[src/rtl/dac_spi_tx_if.sv]
// dac_spi_tx_if: code strobe from the scan generator plus the SPI/LDAC pins and status of dac_spi_tx.
// master = generator/observer side, slave = the serialiser itself.
interface dac_spi_tx_if #(
  parameter int DATA_W = 16
);
  logic [DATA_W-1:0] din;
  logic              din_valid;
  logic              dac_sclk;
  logic              dac_sdi;
  logic              dac_cs_n;
  logic              dac_ldac_n;
  logic              busy;
  logic              frame_done;
  logic              drop_pulse;

  modport master (
    output din, din_valid,
    input  dac_sclk, dac_sdi, dac_cs_n, dac_ldac_n, busy, frame_done, drop_pulse
  );

  modport slave (
    input  din, din_valid,
    output dac_sclk, dac_sdi, dac_cs_n, dac_ldac_n, busy, frame_done, drop_pulse
  );
endinterface

[src/rtl/dac_spi_tx.sv]
// dac_spi_tx: serialises scan-generator codes MSB-first to an SPI DAC (CPOL=0, CPHA=0), then pulses LDAC_n.
// Defining DAC_OVF_CNT_EN adds the saturating ovf_cnt port counting overwritten pending codes.
module dac_spi_tx #(
  parameter int DATA_W  = 16,
  parameter int CLK_DIV = 2
) (
  input  logic        clk,
  input  logic        rst_n,
  dac_spi_tx_if.slave bus
`ifdef DAC_OVF_CNT_EN
  ,
  output logic [15:0] ovf_cnt
`endif
);

  localparam int DIV_W = (CLK_DIV > 1) ? $clog2(CLK_DIV) : 1;
  localparam int BIT_W = (DATA_W > 1) ? $clog2(DATA_W) : 1;
  localparam logic [DIV_W-1:0] DIV_LAST = DIV_W'(CLK_DIV - 1);
  localparam logic [BIT_W-1:0] BIT_LAST = BIT_W'(DATA_W - 1);

  typedef enum logic [2:0] {
    S_IDLE,
    S_SETUP,
    S_SHIFT,
    S_CS_HOLD,
    S_LDAC
  } state_t;

  state_t            r_state, w_state_nxt;
  logic [DIV_W-1:0]  r_div, w_div_nxt;
  logic [BIT_W-1:0]  r_bit, w_bit_nxt;
  logic [DATA_W-2:0] r_shreg, w_shreg_nxt;
  logic              r_sclk, w_sclk_nxt;
  logic              r_sdi, w_sdi_nxt;
  logic              r_cs_n, w_cs_n_nxt;
  logic              r_ldac_n, w_ldac_n_nxt;
  logic              r_busy, w_busy_nxt;
  logic              r_frame_done, w_frame_done_nxt;
  logic              r_drop, w_drop_nxt;
  logic [DATA_W-1:0] r_pend, w_pend_nxt;
  logic              r_pend_vld, w_pend_vld_nxt;

  logic              w_tick;
  logic              w_load;
  logic              w_from_pend;
  logic [DATA_W-1:0] w_load_word;

  assign w_tick = (r_div == DIV_LAST);

  // r_shreg holds only the bits still to be presented; the MSB goes straight to dac_sdi at load.
  always_comb begin
    w_state_nxt      = r_state;
    w_div_nxt        = r_div + DIV_W'(1);
    w_bit_nxt        = r_bit;
    w_shreg_nxt      = r_shreg;
    w_sclk_nxt       = r_sclk;
    w_sdi_nxt        = r_sdi;
    w_cs_n_nxt       = r_cs_n;
    w_ldac_n_nxt     = r_ldac_n;
    w_frame_done_nxt = 1'b0;
    w_drop_nxt       = 1'b0;
    w_pend_nxt       = r_pend;
    w_pend_vld_nxt   = r_pend_vld;
    w_load           = 1'b0;
    w_from_pend      = 1'b0;
    w_load_word      = bus.din;

    if (r_state == S_IDLE || w_tick) w_div_nxt = '0;

    case (r_state)
      S_IDLE: begin
        if (bus.din_valid) w_load = 1'b1;
      end
      S_SETUP: begin
        if (w_tick) begin
          w_sclk_nxt  = 1'b1;
          w_state_nxt = S_SHIFT;
        end
      end
      S_SHIFT: begin
        if (w_tick) begin
          w_sclk_nxt = ~r_sclk;
          if (r_sclk) begin
            if (r_bit == BIT_LAST) begin
              w_state_nxt = S_CS_HOLD;
            end else begin
              w_bit_nxt   = r_bit + BIT_W'(1);
              w_sdi_nxt   = r_shreg[DATA_W-2];
              w_shreg_nxt = {r_shreg[DATA_W-3:0], 1'b0};
            end
          end
        end
      end
      S_CS_HOLD: begin
        if (w_tick) begin
          w_cs_n_nxt   = 1'b1;
          w_ldac_n_nxt = 1'b0;
          w_state_nxt  = S_LDAC;
        end
      end
      S_LDAC: begin
        if (w_tick) begin
          w_ldac_n_nxt     = 1'b1;
          w_frame_done_nxt = 1'b1;
          w_state_nxt      = S_IDLE;
          if (r_pend_vld) begin
            w_load      = 1'b1;
            w_from_pend = 1'b1;
            w_load_word = r_pend;
          end else if (bus.din_valid) begin
            w_load = 1'b1;
          end
        end
      end
      default: w_state_nxt = S_IDLE;
    endcase

    if (w_load) begin
      w_shreg_nxt = w_load_word[DATA_W-2:0];
      w_sdi_nxt   = w_load_word[DATA_W-1];
      w_cs_n_nxt  = 1'b0;
      w_bit_nxt   = '0;
      w_state_nxt = S_SETUP;
    end

    // A strobe not consumed directly lands in the pending slot; a still-unsent occupant is lost.
    if (bus.din_valid && !(w_load && !w_from_pend)) begin
      w_pend_nxt     = bus.din;
      w_pend_vld_nxt = 1'b1;
      w_drop_nxt     = r_pend_vld && !w_from_pend;
    end else if (w_from_pend) begin
      w_pend_vld_nxt = 1'b0;
    end

    w_busy_nxt = (w_state_nxt != S_IDLE);
  end

  always_ff @(posedge clk or negedge rst_n) begin
    if (!rst_n) begin
      r_state      <= S_IDLE;
      r_div        <= '0;
      r_bit        <= '0;
      r_shreg      <= '0;
      r_sclk       <= 1'b0;
      r_sdi        <= 1'b0;
      r_cs_n       <= 1'b1;
      r_ldac_n     <= 1'b1;
      r_busy       <= 1'b0;
      r_frame_done <= 1'b0;
      r_drop       <= 1'b0;
      r_pend       <= '0;
      r_pend_vld   <= 1'b0;
    end else begin
      r_state      <= w_state_nxt;
      r_div        <= w_div_nxt;
      r_bit        <= w_bit_nxt;
      r_shreg      <= w_shreg_nxt;
      r_sclk       <= w_sclk_nxt;
      r_sdi        <= w_sdi_nxt;
      r_cs_n       <= w_cs_n_nxt;
      r_ldac_n     <= w_ldac_n_nxt;
      r_busy       <= w_busy_nxt;
      r_frame_done <= w_frame_done_nxt;
      r_drop       <= w_drop_nxt;
      r_pend       <= w_pend_nxt;
      r_pend_vld   <= w_pend_vld_nxt;
    end
  end

  assign bus.dac_sclk   = r_sclk;
  assign bus.dac_sdi    = r_sdi;
  assign bus.dac_cs_n   = r_cs_n;
  assign bus.dac_ldac_n = r_ldac_n;
  assign bus.busy       = r_busy;
  assign bus.frame_done = r_frame_done;
  assign bus.drop_pulse = r_drop;

`ifdef DAC_OVF_CNT_EN
  logic [15:0] r_ovf_cnt;

  // Counts on the same edge that raises drop_pulse, so both views agree cycle for cycle.
  always_ff @(posedge clk or negedge rst_n) begin
    if (!rst_n) begin
      r_ovf_cnt <= '0;
    end else if (w_drop_nxt && r_ovf_cnt != 16'hFFFF) begin
      r_ovf_cnt <= r_ovf_cnt + 16'd1;
    end
  end

  assign ovf_cnt = r_ovf_cnt;
`endif

endmodule

[src/flat_wrapper.sv]
// flat-port wrapper written by rule: the top's interface ports become plain ports
module dac_spi_tx_flat 
#(
  parameter int DATA_W  = 16,
  parameter int CLK_DIV = 2
)
  (clk, rst_n, bus_din, bus_din_valid, bus_dac_sclk, bus_dac_sdi, bus_dac_cs_n, bus_dac_ldac_n, bus_busy, bus_frame_done, bus_drop_pulse);
  dac_spi_tx_if #(.DATA_W(DATA_W)) bus_i ();
  input  logic clk;
  input  logic rst_n;
  input wire logic [$bits(bus_i.din)-1:0] bus_din;
  input wire logic [$bits(bus_i.din_valid)-1:0] bus_din_valid;
  output wire logic [$bits(bus_i.dac_sclk)-1:0] bus_dac_sclk;
  output wire logic [$bits(bus_i.dac_sdi)-1:0] bus_dac_sdi;
  output wire logic [$bits(bus_i.dac_cs_n)-1:0] bus_dac_cs_n;
  output wire logic [$bits(bus_i.dac_ldac_n)-1:0] bus_dac_ldac_n;
  output wire logic [$bits(bus_i.busy)-1:0] bus_busy;
  output wire logic [$bits(bus_i.frame_done)-1:0] bus_frame_done;
  output wire logic [$bits(bus_i.drop_pulse)-1:0] bus_drop_pulse;
  assign bus_i.din = bus_din;
  assign bus_i.din_valid = bus_din_valid;
  assign bus_dac_sclk = bus_i.dac_sclk;
  assign bus_dac_sdi = bus_i.dac_sdi;
  assign bus_dac_cs_n = bus_i.dac_cs_n;
  assign bus_dac_ldac_n = bus_i.dac_ldac_n;
  assign bus_busy = bus_i.busy;
  assign bus_frame_done = bus_i.frame_done;
  assign bus_drop_pulse = bus_i.drop_pulse;
  dac_spi_tx #(.DATA_W(DATA_W), .CLK_DIV(CLK_DIV)) u_core (.clk(clk), .rst_n(rst_n), .bus(bus_i));
endmodule
[config.mk]
export PLATFORM = sky130hd
export DESIGN_NAME = dac_spi_tx_flat
export DESIGN_NICKNAME = d
export VERILOG_FILES = /design/src/rtl/dac_spi_tx_if.sv /design/src/rtl/dac_spi_tx.sv /design/src/flat_wrapper.sv
export SDC_FILE = /design/constraint.sdc
export NUM_CORES = 1
export LEC_CHECK = 0
export ABC_AREA = 1
export CORE_UTILIZATION = 60
export DETAILED_ROUTE_END_ITERATION = 8
export PLACE_DENSITY = 0.84
export SLEW_MARGIN = 20
export SYNTH_ARGS = -nofsm -noshare
export SYNTH_HDL_FRONTEND = slang
export SYNTH_SLANG_ARGS = --single-unit
export TNS_END_PERCENT = 20
[constraint.sdc]
create_clock -name clk -period 2.3 [get_ports clk]
set_input_delay 0.345 -clock clk [delete_from_list [all_inputs] [get_ports clk]]
set_output_delay 0.345 -clock clk [all_outputs]
set_load 0.01 [all_outputs]
== Yosys cells after proc, flatten, opt, wreduce, memory -nomap -nowiden ==
Cells that the tools add are included.

* Flip-flop bits (word level): 47
* Input port bits: 19

* $add $sub $neg: 2
* Eq/ne operators: 10
* Mux-type cells: 46
* Bitwise gates (word level): 1
* Reductions and logical operators: 19

{| class="wikitable"
|+ Operator list
! operator !! count
|-
| $mux 15 || 5
|-
| $mux 16 || 3
|-
| $mux 1 || 22
|-
| $mux 3 || 7
|-
| $mux 4 || 5
|-
| $pmux 3 s5 || 1
|-
| $reduce_bool 2->1 || 7
|-
| $ne 2x1->1 const B || 5
|-
| $eq 3x2->1 const B || 2
|-
| $pmux 1 s2 || 3
|-
| $reduce_and 3->1 || 2
|-
| $add 4x1->4 const B || 1
|-
| $eq 4x4->1 const B || 1
|-
| $reduce_and 4->1 || 1
|-
| $eq 3x1->1 const B || 1
|-
| $eq 3x3->1 const B || 1
|-
| $logic_and 1x1->1 || 3
|-
| $logic_not 3->1 || 1
|-
| $reduce_bool 3->1 || 1
|-
| $logic_not 1->1 || 2
|-
| $reduce_and 2->1 || 1
|-
| $add 1x1->1 const B || 1
|-
| $logic_or 1x1->1 || 1
|-
| $not 1->1 || 1
|}

== Longest topological paths before layout ==
Gate-level depths: netlist of run 1.

* Depth after elaboration: 8
* Gate-level depth with buffers: 10
* Gate-level depth less buffers: 8

== Worst setup path after synthesis of run 1 ==
No wires, ideal clock.

* Kind: register to register
* From: register u_core.r_bit[0]
* To: register u_core.r_bit[0]
* Library setup time: 0.120 ns
* Arrival time: 1.209 ns
* Data required time: 2.180 ns
* Setup slack: 0.971 ns
* Cell stages (with the launch flop): 9
* Path buffers: 1
* Period minus slack after synthesis: 1.329 ns
* Cell sequence: dfrtp_1 -> ha_1 -> nand3_1 -> nand2_1 -> inv_1 -> nand2_2 -> buf_2 -> o21ai_0 -> nor2_1

* Longest elaborated chain between the ends: 6

{| class="wikitable"
|+ RTL lines
! item !! RTL line !! source
|-
| start: declaration || dac_spi_tx.sv:31 || <nowiki>logic [BIT_W-1:0] r_bit, w_bit_nxt;</nowiki>
|-
| start signal: assignment || dac_spi_tx.sv:156 || <nowiki>r_bit <= w_bit_nxt;</nowiki>
|-
| $add 4x1->4 || dac_spi_tx.sv:87 || <nowiki>w_bit_nxt = r_bit + BIT_W'(1);</nowiki>
|-
| $mux 4 || dac_spi_tx.sv:84 || <nowiki>if (r_bit == BIT_LAST) begin</nowiki>
|-
| $mux 4 || dac_spi_tx.sv:83 || <nowiki>if (r_sclk) begin</nowiki>
|-
| $mux 4 || dac_spi_tx.sv:81 || <nowiki>if (w_tick) begin</nowiki>
|-
| $mux 4 || dac_spi_tx.sv:70 || <nowiki>case (r_state)</nowiki>
|-
| $mux 4 || dac_spi_tx.sv:118 || <nowiki>if (w_load) begin</nowiki>
|}

Parallel ways exist; a longest one is shown, timed or not. The select of a mux whose other input is x is not followed.
A chain may end at the register's enable or synchronous reset.

== Worst setup path after layout of run 1 ==
* From: register u_core.r_state[1]
* To: register u_core.r_shreg[4]

* Longest elaborated chain between the ends: 4

{| class="wikitable"
|+ RTL lines
! item !! RTL line !! source
|-
| start: declaration || dac_spi_tx.sv:29 || <nowiki>state_t r_state, w_state_nxt;</nowiki>
|-
| start signal: assignment || dac_spi_tx.sv:154 || <nowiki>r_state <= w_state_nxt;</nowiki>
|-
| $eq 3x3->1 / $logic_not 3->1 (equally long branches) || dac_spi_tx.sv:70 ||
|-
| $pmux 1 s2 || dac_spi_tx.sv:70 ||
|-
| $ne 2x1->1 (no source line) / $reduce_bool 2->1 (equally long branches) || n/a ||
|-
| $reduce_and 4->1 (no source line) || n/a ||
|-
| end signal: assignment || dac_spi_tx.sv:157 || <nowiki>r_shreg <= w_shreg_nxt;</nowiki>
|-
| end: declaration || dac_spi_tx.sv:32 || <nowiki>logic [DATA_W-2:0] r_shreg, w_shreg_nxt;</nowiki>
|}

Parallel ways exist; a longest one is shown, timed or not.

==> results of run 1 <==
[routing by layer]
layer,vias to the layer above,GRT usage
met4,0,0.0788
met1,920,0.409
met3,4,0.0538
met2,68,0.398
li1,1013,-
met5,-,0
[placed cells by master (no fill, tap or decap), types with 3 or more instances in the layout]
cell type / instances
clkbuf_8: 6
clkdlybuf4s50_1: 24
inv_1: 10
o21ai_0: 6
dfrtp_1: 45
buf_4: 5
inv_2: 3
nor2_1: 10
nand2_1: 110
nand4_1: 17
nand3_1: 57
[power breakdown]
part	internal, uW	total (uW)	switching, uW
Sequential	851	864	12.7
Clock	352	627	276
Combinational	49.8	109	58.8
Total	1250	1600	347
[worst paths after layout]
check | start | endpoint | slack [ps] | depth (start not counted)
worst min register to register | u_core.r_pend[0] | u_core.r_pend[0] | 480 | 2
worst max-delay path | u_core.r_state[1] | u_core.r_shreg[4] | 580 | 5
min in group clk | u_core.r_pend[0] | u_core.r_pend[0] | 480 | 2
worst max register to register | u_core.r_state[1] | u_core.r_shreg[4] | 580 | 5
max in group asynchronous | rst_n | u_core.r_pend[8] | 1760 | 2
worst min-delay path | rst_n | u_core.bus.frame_done | 120 | 2
[worst max-delay path, cell delays in order (launching register included)]
cell and delay (ps):
dfrtp_1 460, nor2_4 330, nand2_2 180, o21ai_4 460
nand2_1 140, nand3_1 100
[flip-flops by register name, summed over array words and instances (netlist names)]
signal,flops
u_core.bus.dac_sdi,1
u_core.r_bit,4
u_core.bus.dac_ldac_n,1
u_core.bus.busy,1
u_core.r_pend_vld,1
u_core.bus.dac_cs_n,1
u_core.bus.frame_done,1
u_core.bus.drop_pulse,1
u_core.bus.dac_sclk,1
u_core.r_div,1
u_core.r_state,3
u_core.r_shreg,15
u_core.r_pend,16
[layout make-up]
class	instances	area (sq um)	share of cell area
multi-input cells	218	1040	0.381
clock inverters	2	35.0	0.0128
repair buffers	30	283	0.103
clock buffers	6	82.6	0.0302
inverters	14	55.1	0.0201
flip-flops and latches	47	1180	0.431
well taps	48	60.1	0.0220
[cells by family (layout without fill, tap and decap cells)]
family / after synthesis / in the layout / share of synthesized area
and+or+nand+nor: 205 / 205 / 0.394
xor gates and xnor gates: 2 / 2 / 0.00727
DFF: 47 / 47 / 0.489
AOI/OAI and AO/OA: 10 / 10 / 0.0254
adders and majority gates: 1 / 1 / 0.00519
buffers and inverters: 32 / 52 / 0.0794
[metrics by stage]
step / power, uW / setup slack (ps) / hold WS, ps
after floorplan: 925 / 971 / 49.4
after global placement: 986 / 437 / 453
after detailed placement: 989 / 374 / 458
after CTS: 1610 / 586 / 149
after global routing: 1660 / 428 / 178
final: 1600 / 580 / 124
==> flow_metrics.tcl, run 1 <==
set metrics [dict create \
    hold_path_class "primary input to async pin" \
    highest_net_fanout_along_the_worst_path 18 \
    async_reset_ff_frac 1.00 \
    irDropWorstVdd_v 0.000373 \
    postSynthAreaPerCell_sq_um 8.12 \
    drtIter0Drc 262 \
    hold_violations 0 \
    slew_violations 0 \
    worst_clock_skew_ps 12.1 \
    met2RoutedLength_mm 2.27 \
    cts_sinks 47 \
    synth_common_cells "110 x nand2_1, 57 x nand3_1, 45 x dfrtp_1, 17 x nand4_1" \
    postCtsHoldBufs 0 \
    start_kind "flop" \
    layout-drive-gt1-share 0.0946 \
    synth_top_cells_by_area "dfrtp_1 47%, nand2_1 17%, nand3_1 12%, nand4_1 4.4%, buf_6 2.8%" \
    die_area_sq_um 4280 \
    post_route_non_filler_standard_cell_count 365 \
    detail_route.first_pass.iterations 4 \
    netlist_instances 297 \
    port_buffers 25 \
    cap_violations 0 \
    topRoutingLayerUsed "met4" \
    postSynthNetCount 317 \
    grt_overflow_total 0 \
    proportion_of_netlist_area_held_by_the_largest_area_contributor 0.467 \
    clock_tree_from_tritoncts "yes" \
    synth_most_common_cell "nand2_1" \
    largest_net_degree_at_the_start_of_global_routing 48 \
    met3_layer_wire_length_in_the_routed_design_um 229 \
    ant_nets 0 \
    synth_register_bits 47 \
    num-fill-cells 314 \
    grt_setup_unrepaired "no" \
    number_of_levels_the_h_tree_was_split_into 2 \
    floorplan.rows 22 \
    num_vias 2005 \
    grt_use_total 0.272 \
    arrival_time_at_the_worst_endpoint_ps 1960 \
    cts_inserted_buffers 5 \
    max_slew.worst_pin.slew_ps 590 \
    crit_path_end_kind "flop" \
    grt_pass1_vias 1891 \
    synth_edf_count 0 \
    synth.yosys.seq_area_share 0.489 \
    final.setup.tns_ps 0 \
    wire_per_inst_um 13.8 \
    relSlewSlack 0.606 \
    ctsResizeCount 0 \
    gp_weighted_congestion 0.836 \
    cts.path.max_buffers 2 \
    synth_area_sq_um 2410 \
    dp.final_hpwl_mm 3.31 \
    placed_area_sq_um 2620 \
    worst_path_required_time_ps 2540 \
    clk_transition_reported_paths_ps 90 \
    yosys_warnings 0 \
    largest_area_contributor_in_the_synthesized_netlist "dfrtp_1" \
    status "finished, final reports clean" \
    root_buffer "clkbuf_8" \
    final_min_period_over_clock_period 0.748 \
    maxClockFrequency_mhz 581 \
    drt_wl_total_mm 5.03 \
    fin_nets 336 \
    grt_pass1_wl_mm 8.94 \
    number_of_vias_per_cell 5.49 \
    power.static_leakage_uw 0.00134 \
    top_level_ports 26 \
    power_per_cell_area_nw_per_um2 585 \
    inst_count_dp 357 \
    layout.core_utilization 0.731 \
    netlist-cell-type-count 26 \
    timing.final.setup_violations 0 \
    x_dimension_of_the_die_um 65.4 \
    number_of_antenna_violations_at_the_first_check_in_global_routing 0 \
    worstSetupPathType "flop to flop" \
    drt_drc_violations_left 0 \
    syn_to_final_growth_pct 13.4 \
    initial_utilization 0.644 \
    die_y_um 65.4 \
    wl_met1_mm 2.49 \
    core_area_sq_um 3740 \
    dominant_register_cell_in_the_synthesized_netlist "dfrtp_1" \
    clock_insertion_delay_at_the_later_pin_of_the_skew_report_ps 300 \
    final_cell_area_sq_um 2740 \
    final_period_minus_worst_setup_slack_ps 1720 \
    number_of_setup_buffers_added_after_cts 0 \
    num_antenna_cells 0 \
]
No activity file was read; power rests on OpenSTA's default activity.
==> run 2, diff against run 1 <==
- CORE_UTILIZATION: 60 -> 56
- PLACE_DENSITY: 0.84 -> 0.79
- clock period: 2.3 -> 1.8 ns (I/O delays scaled with it)
==> flow_metrics.tcl, run 2 (synthesis results as in run 1) <==
set metrics [dict create \
    timing.final.setup_violations 0 \
    wire_per_inst_um 13.5 \
    irDropWorstVdd_v 0.000483 \
    drt_drc_violations_left 0 \
    worst_path_required_time_ps 1530 \
    cts_inserted_buffers 5 \
    die_y_um 67.6 \
    syn_to_final_growth_pct 14.6 \
    drt_wl_total_mm 4.99 \
    maxClockFrequency_mhz 611 \
    largest_reg_by_ff_count "u_core.r_pend" \
    ant_nets 0 \
    ctsResizeCount 0 \
    fin_nets 340 \
    num-fill-cells 337 \
    start_kind "flop" \
    root_buffer "clkbuf_8" \
    initial_utilization 0.594 \
    final_period_minus_worst_setup_slack_ps 1640 \
    number_of_antenna_violations_at_the_first_check_in_global_routing 0 \
    largest_net_degree_at_the_start_of_global_routing 48 \
    biggestRegsByFlops "u_core.r_pend (16), u_core.r_shreg (15), u_core.r_bit (4)" \
    relSlewSlack 0.609 \
    timing.critical_path.cells "clkdlybuf4s50_1" \
    grt_use_total 0.253 \
    floorplan.rows 23 \
    worst_clock_skew_ps 3.88 \
    layout-drive-gt1-share 0.103 \
    max_slew.worst_pin.slew_ps 587 \
    gp_weighted_congestion 0.911 \
    final.setup.tns_ps 0 \
    dp_worst_setup_slack_ps 143 \
    clk_transition_reported_paths_ps 80 \
    clock_insertion_delay_at_the_later_pin_of_the_skew_report_ps 290 \
    top_level_ports 26 \
    cp_slowest_cell "dfstp_2" \
    hold_violations 0 \
    crit_path_end_kind "output pin" \
    worstPathBufferInverterCount 1 \
    power.static_leakage_uw 0.00136 \
    cap_violations 0 \
    arrival_time_at_the_worst_endpoint_ps 1370 \
    postCtsHoldBufs 0 \
    number_of_setup_buffers_added_after_cts 0 \
    detail_route.first_pass.iterations 4 \
    layout.cells.most_common "nand2_1" \
    number_of_vias_per_cell 5.54 \
    slew_violations 0 \
    hold_path_class "primary input to async pin" \
    cts_sinks 47 \
    grt_overflow_total 0 \
    mostFrequentLayoutCells "110 x nand2_1, 57 x nand3_1, 45 x dfrtp_1, 24 x clkdlybuf4s50_1, 17 x nand4_1" \
    cts.path.max_buffers 2 \
    grt_pass1_wl_mm 8.43 \
    largest_reg_flops 16 \
    final_critical_path_setup_slack_ps 162 \
    drtIter0Drc 160 \
    x_dimension_of_the_die_um 67.6 \
    clock_tree_from_tritoncts "yes" \
    num_antenna_cells 0 \
    crit_path_max_incr_delay_ps 540 \
    grt_pass1_vias 1827 \
    final_min_period_over_clock_period 0.910 \
    worstSetupPathType "flop to output pin" \
    power_per_cell_area_nw_per_um2 696 \
    cp_top_family "flip-flops" \
    die_area_sq_um 4570 \
    highest_net_fanout_along_the_worst_path 2 \
    dp.final_hpwl_mm 3.47 \
    grt_setup_unrepaired "no" \
    num_vias 2055 \
    port_buffers 25 \
    core_area_sq_um 4060 \
    status "finished, final reports clean" \
    number_of_levels_the_h_tree_was_split_into 2 \
]
-- run 2: path summary, 6_finish.rpt --
kind / slack [ps] / from / to / cells past startpoint
min reg2reg: 460 / u_core.bus.dac_cs_n / u_core.bus.dac_cs_n / 2
max reg2reg: 170 / u_core.r_state[1] / u_core.r_pend[0] / 6
max: 160 / u_core.bus.dac_ldac_n / bus_dac_ldac_n / 1
min: 60 / rst_n / u_core.r_bit[3] / 2
max in group asynchronous: 1350 / rst_n / u_core.r_pend[6] / 2
min in group clk: 460 / u_core.bus.dac_cs_n / u_core.bus.dac_cs_n / 2
-- run 2: cell type report --
| cell class | count | area, sq um | share of cell area |
|---|---|---|---|
| Timing Repair Buffer | 34 | 325 | 0.118 |
| Inverter | 14 | 55.1 | 0.0199 |
| Sequential cell | 47 | 1180 | 0.427 |
| Multi-Input combinational cell | 218 | 1040 | 0.377 |
| Tap cell | 50 | 62.6 | 0.0226 |
| Clock buffer | 8 | 100 | 0.0362 |
-- run 2: routing by layer --
| layer | global-route usage | up-vias | wire (um) |
|---|---|---|---|
| met2 | 0.377 | 63 | 2310 |
| met4 | 0.0904 | 0 | 51 |
| li1 | - | 1024 | - |
| met1 | 0.350 | 964 | 2350 |
| met3 | 0.0676 | 4 | 285 |
| met5 | 0 | - | 0 |
-- run 2: report_power, final --
part | switching [uW] | internal (uW)
combinational | 76.3 | 65.2
clock | 327 | 350
sequential | 17.3 | 1090
-- run 2: stage by stage --
stage / hold slack [ps] / instances / power (uW) / area, sq um / util
floorplan: -25.6 / 297 / 1180 / 2410 / -
global placement: 394 / 363 / 1260 / 2660 / 0.656
detailed placement: 394 / 363 / 1270 / 2660 / 0.656
CTS: 77.0 / 371 / 1940 / 2760 / 0.681
global route: 98.3 / 371 / 2020 / 2760 / 0.681
finish: 55.7 / 371 / 1920 / 2760 / 0.681
